$ cat src/rtl/cla_pkg.sv
// Shared helpers and pipeline record types for the pipelined carry-lookahead adder.
package cla_pkg;

    typedef struct packed {
        logic valid;
        logic carry;
    } stage_ctl_t;

    function automatic int clog2(input int value);
        int r;
        r = 0;
        for (int i = 0; i < 32; i++) begin
            if ((32'sd1 << r) < value) begin
                r = r + 1;
            end else begin
                r = r;
            end
        end
        return r;
    endfunction

    function automatic int seg_width(input int width, input int stages);
        return width / stages;
    endfunction

endpackage

$ cat src/rtl/cla_segment.sv
// One SEG-bit adder segment: BLOCK-wide P/G lookahead groups joined by a group-level carry chain.
module cla_segment #(
    parameter int SEG   = 16,
    parameter int BLOCK = 4
) (
    input  logic [SEG-1:0] a,
    input  logic [SEG-1:0] b,
    input  logic           cin,
    output logic [SEG-1:0] sum,
    output logic           cout,
    output logic           c_msb_in
);
    localparam int NG = SEG / BLOCK;

    logic [SEG-1:0] p_s;
    logic [SEG-1:0] g_s;
    logic [SEG-1:0] c_s;
    logic [NG:0]    gc_s;
    logic           grp_p_s;
    logic           grp_g_s;
    logic           term_s;
    logic           cry_s;

    assign p_s = a ^ b;
    assign g_s = a & b;

    // Per group: flat lookahead for group P/G and for every in-group carry; only groups ripple.
    always_comb begin
        gc_s    = '0;
        c_s     = '0;
        grp_p_s = 1'b1;
        grp_g_s = 1'b0;
        term_s  = 1'b0;
        cry_s   = 1'b0;
        gc_s[0] = cin;
        for (int j = 0; j < NG; j++) begin
            grp_p_s = 1'b1;
            grp_g_s = 1'b0;
            for (int i = 0; i < BLOCK; i++) begin
                term_s = g_s[j*BLOCK+i];
                for (int m = i + 1; m < BLOCK; m++) begin
                    term_s = term_s & p_s[j*BLOCK+m];
                end
                grp_g_s = grp_g_s | term_s;
                grp_p_s = grp_p_s & p_s[j*BLOCK+i];
            end
            for (int i = 0; i < BLOCK; i++) begin
                term_s = gc_s[j];
                for (int m = 0; m < i; m++) begin
                    term_s = term_s & p_s[j*BLOCK+m];
                end
                cry_s = term_s;
                for (int n = 0; n < i; n++) begin
                    term_s = g_s[j*BLOCK+n];
                    for (int m = n + 1; m < i; m++) begin
                        term_s = term_s & p_s[j*BLOCK+m];
                    end
                    cry_s = cry_s | term_s;
                end
                c_s[j*BLOCK+i] = cry_s;
            end
            gc_s[j+1] = grp_g_s | (grp_p_s & gc_s[j]);
        end
    end

    assign sum      = p_s ^ c_s;
    assign cout     = gc_s[NG];
    assign c_msb_in = c_s[SEG-1];

endmodule

$ cat src/rtl/cla_adder_pipe.sv
// Pipelined carry-lookahead adder/subtractor: one segment per stage, global stall on backpressure.
module cla_adder_pipe
    import cla_pkg::*;
#(
    parameter int WIDTH  = 32,
    parameter int STAGES = 2,
    parameter int BLOCK  = 4
) (
    input  logic             clk,
    input  logic             rst_n,
    input  logic             in_valid,
    output logic             in_ready,
    input  logic [WIDTH-1:0] in_a,
    input  logic [WIDTH-1:0] in_b,
    input  logic             in_cin,
    input  logic             in_sub,
    output logic             out_valid,
    input  logic             out_ready,
    output logic [WIDTH-1:0] out_sum,
    output logic             out_cout,
    output logic             out_ovf,
    output logic             out_zero
);
    localparam int SEG = seg_width(WIDTH, STAGES);

    if ((STAGES < 1) || ((WIDTH % (STAGES * BLOCK)) != 0)) begin : g_param_check
        $fatal(1, "cla_adder_pipe: WIDTH must be a multiple of STAGES*BLOCK");
    end

    logic             adv_s;
    logic             acc_load_s;
    stage_ctl_t       acc_ctl_d, acc_ctl_q;
    logic [WIDTH-1:0] acc_a_d, acc_a_q;
    logic [WIDTH-1:0] acc_b_d, acc_b_q;

    assign adv_s      = ~out_valid | out_ready;
    assign in_ready   = adv_s;
    assign acc_load_s = adv_s & in_valid;

    // Acceptance register: operands captured with subtract already folded into b and carry-in.
    always_comb begin
        acc_ctl_d = acc_ctl_q;
        acc_a_d   = acc_a_q;
        acc_b_d   = acc_b_q;
        if (adv_s) begin
            acc_ctl_d.valid = in_valid;
        end else begin
            acc_ctl_d.valid = acc_ctl_q.valid;
        end
        if (acc_load_s) begin
            acc_ctl_d.carry = in_sub ? 1'b1 : in_cin;
            acc_a_d         = in_a;
            acc_b_d         = in_sub ? ~in_b : in_b;
        end else begin
            acc_ctl_d.carry = acc_ctl_q.carry;
        end
    end

    always_ff @(posedge clk or negedge rst_n) begin
        if (!rst_n) begin
            acc_ctl_q <= '0;
            acc_a_q   <= '0;
            acc_b_q   <= '0;
        end else begin
            acc_ctl_q <= acc_ctl_d;
            acc_a_q   <= acc_a_d;
            acc_b_q   <= acc_b_d;
        end
    end

    for (genvar k = 0; k < STAGES; k++) begin : g_stg
        localparam int SRC_W  = WIDTH - k * SEG;
        localparam int DONE_W = (k + 1) * SEG;

        logic [SRC_W-1:0]  src_a_s, src_b_s;
        logic              src_cin_s, src_valid_s;
        logic [SEG-1:0]    seg_sum_s;
        logic              seg_cout_s, seg_cmsb_s, load_s;
        logic [DONE_W-1:0] done_s;
        stage_ctl_t        ctl_d, ctl_q;
        logic [DONE_W-1:0] sum_d, sum_q;

        if (k == 0) begin : g_src
            assign src_a_s     = acc_a_q;
            assign src_b_s     = acc_b_q;
            assign src_cin_s   = acc_ctl_q.carry;
            assign src_valid_s = acc_ctl_q.valid;
            assign done_s      = seg_sum_s;
        end else begin : g_src
            assign src_a_s     = g_stg[k-1].g_fwd.a_rem_q;
            assign src_b_s     = g_stg[k-1].g_fwd.b_rem_q;
            assign src_cin_s   = g_stg[k-1].ctl_q.carry;
            assign src_valid_s = g_stg[k-1].ctl_q.valid;
            assign done_s      = {seg_sum_s, g_stg[k-1].sum_q};
        end

        cla_segment #(.SEG(SEG), .BLOCK(BLOCK)) u_seg (
            .a        (src_a_s[SEG-1:0]),
            .b        (src_b_s[SEG-1:0]),
            .cin      (src_cin_s),
            .sum      (seg_sum_s),
            .cout     (seg_cout_s),
            .c_msb_in (seg_cmsb_s)
        );

        assign load_s = adv_s & src_valid_s;

        // Valid moves with the global advance; payload only loads on a real beat.
        always_comb begin
            ctl_d = ctl_q;
            sum_d = sum_q;
            if (adv_s) begin
                ctl_d.valid = src_valid_s;
            end else begin
                ctl_d.valid = ctl_q.valid;
            end
            if (load_s) begin
                ctl_d.carry = seg_cout_s;
                sum_d       = done_s;
            end else begin
                ctl_d.carry = ctl_q.carry;
            end
        end

        always_ff @(posedge clk or negedge rst_n) begin
            if (!rst_n) begin
                ctl_q <= '0;
                sum_q <= '0;
            end else begin
                ctl_q <= ctl_d;
                sum_q <= sum_d;
            end
        end

        if (k == STAGES - 1) begin : g_last
            logic ovf_d, ovf_q, loaded_d, loaded_q;

            // Overflow from the final segment; loaded keeps out_zero low until a result exists.
            always_comb begin
                if (load_s) begin
                    ovf_d = seg_cmsb_s ^ seg_cout_s;
                end else begin
                    ovf_d = ovf_q;
                end
                loaded_d = loaded_q | load_s;
            end

            always_ff @(posedge clk or negedge rst_n) begin
                if (!rst_n) begin
                    ovf_q    <= 1'b0;
                    loaded_q <= 1'b0;
                end else begin
                    ovf_q    <= ovf_d;
                    loaded_q <= loaded_d;
                end
            end
        end else begin : g_fwd
            localparam int REM_W = SRC_W - SEG;
            logic [REM_W-1:0] a_rem_d, a_rem_q, b_rem_d, b_rem_q;
            logic             cmsb_unused_s;

            assign cmsb_unused_s = seg_cmsb_s;

            // Operand bits not yet summed are skewed forward to the next segment.
            always_comb begin
                if (load_s) begin
                    a_rem_d = src_a_s[SRC_W-1:SEG];
                    b_rem_d = src_b_s[SRC_W-1:SEG];
                end else begin
                    a_rem_d = a_rem_q;
                    b_rem_d = b_rem_q;
                end
            end

            always_ff @(posedge clk or negedge rst_n) begin
                if (!rst_n) begin
                    a_rem_q <= '0;
                    b_rem_q <= '0;
                end else begin
                    a_rem_q <= a_rem_d;
                    b_rem_q <= b_rem_d;
                end
            end
        end
    end

    assign out_valid = g_stg[STAGES-1].ctl_q.valid;
    assign out_sum   = g_stg[STAGES-1].sum_q;
    assign out_cout  = g_stg[STAGES-1].ctl_q.carry;
    assign out_ovf   = g_stg[STAGES-1].g_last.ovf_q;
    assign out_zero  = g_stg[STAGES-1].g_last.loaded_q & ~(|out_sum);

endmodule
$ cat config.mk
export PLATFORM = sky130hd
export DESIGN_NAME = cla_adder_pipe
export DESIGN_NICKNAME = d
export VERILOG_FILES = /design/src/rtl/cla_pkg.sv /design/src/rtl/cla_segment.sv /design/src/rtl/cla_adder_pipe.sv
export SDC_FILE = /design/constraint.sdc
export NUM_CORES = 1
export LEC_CHECK = 0
export BUFFER_PORTS_ARGS = -buffer_cell sky130_fd_sc_hd__buf_2
export CAP_MARGIN = 20
export CORE_UTILIZATION = 60
export DETAILED_ROUTE_END_ITERATION = 10
export GPL_TIMING_DRIVEN = 0
export PLACE_DENSITY_LB_ADDON = 0.25
export SYNTH_ARGS = -nofsm -noshare
export SYNTH_HDL_FRONTEND = slang
export SYNTH_HIERARCHICAL = 1
export SYNTH_SLANG_ARGS = --single-unit
$ cat constraint.sdc
create_clock -name clk -period 7.67 [get_ports clk]
set_input_delay 0.767 -clock clk [delete_from_list [all_inputs] [get_ports clk]]
set_output_delay 0.767 -clock clk [all_outputs]
set_load 0.02 [all_outputs]
==> results <==
- In this run the worst hold path is classified as primary input to async pin.
- The share of the Yosys chip area taken by registers is 0.5120.
- The final layout contains routed wiring with a total length of around 16000 µm.
- The die footprint is around 13000 µm².
- For the pin with the worst max-slew slack, the measured transition is around 0.73 ns.
- The final standard cell area without fillers is 8743 µm².
- The worst slack after detailed placement is ~4.7 ns.
- The number of pins exceeding their max-slew limit in the final report is 0.
- Leaving out fill and tap cells, the most frequent cell in the layout is sky130_fd_sc_hd__dfrtp_1.
- The die span in x is between 100 and 150 µm.
- The number of instances resized during post-cts repair is 0.
- Setup violations remaining at the end of the flow were counted as 0.
- The number of inserted filler cells in the final layout is 806.
- Buffers inserted during clock tree synthesis total 17.
- The HPWL after detailed placement is about 11000 µm.
- The count of yosys warnings during synthesis is 6.
- The average instance area after synthesis is 12.92 µm².
- Headroom to the max-slew limit came out at 0.5090.
- The area growth from synthesis to layout is 17.70%.
- The share of the clock period used by the worst path is 0.4038.
- The clock sink count is roughly 150.
- For this block, the initial DRC count from the detailed router was ~300.
- The via count of the first global-routing pass was around 5200.
- In this run the core area contains 40 standard-cell rows.
- The clock tree from TritonCTS is built.
- The category of cells accounting for the largest share of critical-path delay is compound AO/OA/AOI/OAI gates.
- The peak fanout along the critical path is 4.
- The worst-path cell with the longest stage delay is sky130_fd_sc_hd__dfrtp_1.
- Walking the worst path, the cells encountered are ha_1, and3_1, a31oi_1, o21ai_1, a211oi_2, o21ai_0, ha_1, o21a_1, o21ai_0, nand2b_1, xor2_1, mux2_2.
- The weighted congestion at the end of routability-driven global placement is ~0.9.
- The wire length of the first global-routing pass is 25920 µm.
- The cell area reported after detailed placement is between 8000 and 9000 µm².
- The overall fraction of global-route tracks in use is 0.2681.
- After detailed routing, the average wire length per cell comes to 17.98 µm.
- In this run the standard cell core region covers around 12000 µm².
- The insertion delay to the later sink of the worst-skew pair is around 0.42 ns.
- The number of antenna violations at the first check in global routing is 0.
- Total power for the finished layout comes to between 3 and 4 mW.
- Counting distinct cell types in the post-synthesis netlist gives 34.
- Of the cells placed in the final design, the portion with a size suffix greater than 1 is 0.3933.
- For this design the static power due to leakage is slightly below 4 nW.
- The tree is rooted in a sky130_fd_sc_hd__clkbuf_16.
- The total via count in the routed design is about 4900.
- The initial standard-cell utilization of the core is 0.6159.
- In this run the power density over the cells is 428.2 nW/µm².
- The number of setup buffers added after CTS is 0.
- The detail route stage leaves a number of antenna-violating nets equal to 0.
- The H-tree depth is 4.
- The number of port buffers is 104.
- The worst setup path is of the flip-flop to flip-flop kind.
- In this run the count of I/O pins placed on the die edge is between 100 and 150.
- The worst setup path is launched from a flip-flop.
- The cts-stage hold buffer count is 0.
- The via-per-instance ratio is ~5.6.
- The flip-flop and latch count after synthesis is 152.
- Across the routed clock network, the largest skew measured is 0.009766 ns.
- After detailed routing, the number of remaining DRC violations is 0.
- For the worst setup path, the data required time is about 8 ns.
- At the end of the flow, the number of nets in the layout was a little over 800.
- The arrival time of the worst setup path is roughly 3.4 ns.
- For the final routed database, the setup TNS stands at 0 ns.
- The remaining global-route overflow is 0.
- The number of instances in the synthesized netlist is 575.
- The maximum number of pins on one net before global-route repair is 90.
- The multi-input logic area is approximately 3400 µm².
- The number of hold violations in the final report was 0.
- The worst setup path is captured at a flip-flop.
- The die is between 100 and 150 µm tall.
- The synthesized cell area is 7428 µm².
- The number of iterations in the first detailed-routing pass is 5.
- 0 antenna diodes ended up in the layout.
- Max-cap violations in this run came to 0.
- The timing-limited maximum frequency is 322.9 MHz.
- The critical path buffer and inverter count is 0.
- The worst-case IR drop observed on VDD is ~0.19 mV.
- The final critical-path setup slack is ~4.6 ns.
- Registers take 3804 µm².
- The run finished with clean final reports.
- No sink is reached through more buffers than the 2 on the longest clock path.
- The number of nets handed over by synthesis was approximately 700.
- The shortest clock period the worst path allows after layout is 3.097 ns.
- Setup repair after global routing left no endpoint under its margin.
- In the layout the commonest cells are sky130_fd_sc_hd__dfrtp_1, sky130_fd_sc_hd__buf_2, sky130_fd_sc_hd__mux2_2.
- The clock slew seen by the registers of the worst setup and hold paths is about 0.06 ns.
- In this design, the stage delay of the slowest critical-path cell is 0.39 ns.
## Yosys cell counts
cell	n	area share
sky130_fd_sc_hd__ha_1	40	0.067
sky130_fd_sc_hd__nand2b_4	1	0.0019
sky130_fd_sc_hd__mux2_4	14	0.028
sky130_fd_sc_hd__or3_1	1	0.00084
sky130_fd_sc_hd__buf_4	1	0.0010
sky130_fd_sc_hd__inv_1	9	0.0045
sky130_fd_sc_hd__buf_2	15	0.010
sky130_fd_sc_hd__xor2_1	9	0.011
sky130_fd_sc_hd__o21ai_1	2	0.0013
sky130_fd_sc_hd__nor2_1	22	0.011
sky130_fd_sc_hd__clkbuf_1	5	0.0025
sky130_fd_sc_hd__and4_1	2	0.0024
sky130_fd_sc_hd__nand2b_1	3	0.0025
sky130_fd_sc_hd__nand4_1	6	0.0051
sky130_fd_sc_hd__buf_6	6	0.0091
sky130_fd_sc_hd__xnor2_1	42	0.050
sky130_fd_sc_hd__a21oi_1	70	0.047
sky130_fd_sc_hd__dfrtp_1	152	0.51
sky130_fd_sc_hd__a21o_1	6	0.0061
sky130_fd_sc_hd__o21ai_0	11	0.0074
sky130_fd_sc_hd__a211oi_2	2	0.0034
sky130_fd_sc_hd__inv_2	2	0.0010
sky130_fd_sc_hd__a211oi_1	6	0.0061
sky130_fd_sc_hd__a31oi_1	2	0.0017
sky130_fd_sc_hd__o21a_1	14	0.014
sky130_fd_sc_hd__fa_1	8	0.022
sky130_fd_sc_hd__nand2_2	1	0.00084
sky130_fd_sc_hd__nor4_1	6	0.0051
sky130_fd_sc_hd__nand2_1	4	0.0020
sky130_fd_sc_hd__and3_1	2	0.0017
sky130_fd_sc_hd__nor4b_1	1	0.0012
sky130_fd_sc_hd__mux2_2	102	0.15
sky130_fd_sc_hd__and2_4	1	0.0012
sky130_fd_sc_hd__nor3_1	7	0.0047
## registers in the layout, indices dropped and copies added (netlist names)
signal and count:
g_stg.sum_q 16, out_cout 1, out_ovf 1, g_stg.g_fwd.a_rem_q 16, acc_a_q 32, g_stg.g_fwd.b_rem_q 16
g_stg.g_last.loaded_q 1, acc_b_q 32, g_stg.src_valid_s 2, g_stg.src_cin_s 2, out_valid 1, out_sum 32
## routing by layer
layer,wire length [µm],track usage
met1,6893,0.3371
met2,7858,0.4503
met3,751,0.06267
met4,323,0.1070
met5,0,0
## final cells by class
type,count,area share
clock buffer,20,0.05109
buffer,27,0.01932
sequential,152,0.4350
clock inverter,12,0.01188
inverter,11,0.004722
timing repair buffer,105,0.06339
multi-input combinational,385,0.3905
tap,168,0.02404
## where the power goes
part           internal (mW)  switching, mW  total, mW
combinational          0.789          0.838       1.63
clock                  0.451          0.320      0.772
sequential              1.12          0.226       1.35
total                   2.36           1.38       3.74
## cell families after synthesis
group,synth area share
DFF,0.5120
muxes,0.1829
AOI/OAI and AO/OA,0.08725
and+or+nand+nor,0.04043
xor gates and xnor gates,0.06013
adders and majority gates,0.08893
buffers and inverters,0.02830
## worst paths after layout
check                      slack (ns)                             startpoint  cells past startpoint                            endpoint
max                              4.57  g_stg[0].g_fwd.a_rem_q[1]$_DFFE_PN0P_                     12                 out_ovf$_DFFE_PN0P_
min                              0.34                                  rst_n                      1             acc_a_q[25]$_DFFE_PN0P_
max reg2reg                      4.57  g_stg[0].g_fwd.a_rem_q[1]$_DFFE_PN0P_                     12                 out_ovf$_DFFE_PN0P_
min reg2reg                      0.48     g_stg[1].g_last.loaded_q$_DFF_PN0_                      1  g_stg[1].g_last.loaded_q$_DFF_PN0_
max in group asynchronous        6.49                                  rst_n                      2              acc_b_q[5]$_DFFE_PN0P_
min in group clk                 0.48     g_stg[1].g_last.loaded_q$_DFF_PN0_                      1  g_stg[1].g_last.loaded_q$_DFF_PN0_
## stage by stage
step             util  cells  hold WS (ns)
2_1_floorplan       -    575        0.4255
3_3_place_gp   0.6765    847        0.4435
3_5_place_dp   0.6793    848        0.4591
4_1_cts        0.7249    880        0.3536
5_1_grt        0.7249    880        0.3784
6_report       0.7249    880        0.3450
Power figures use the tool's default switching activity.
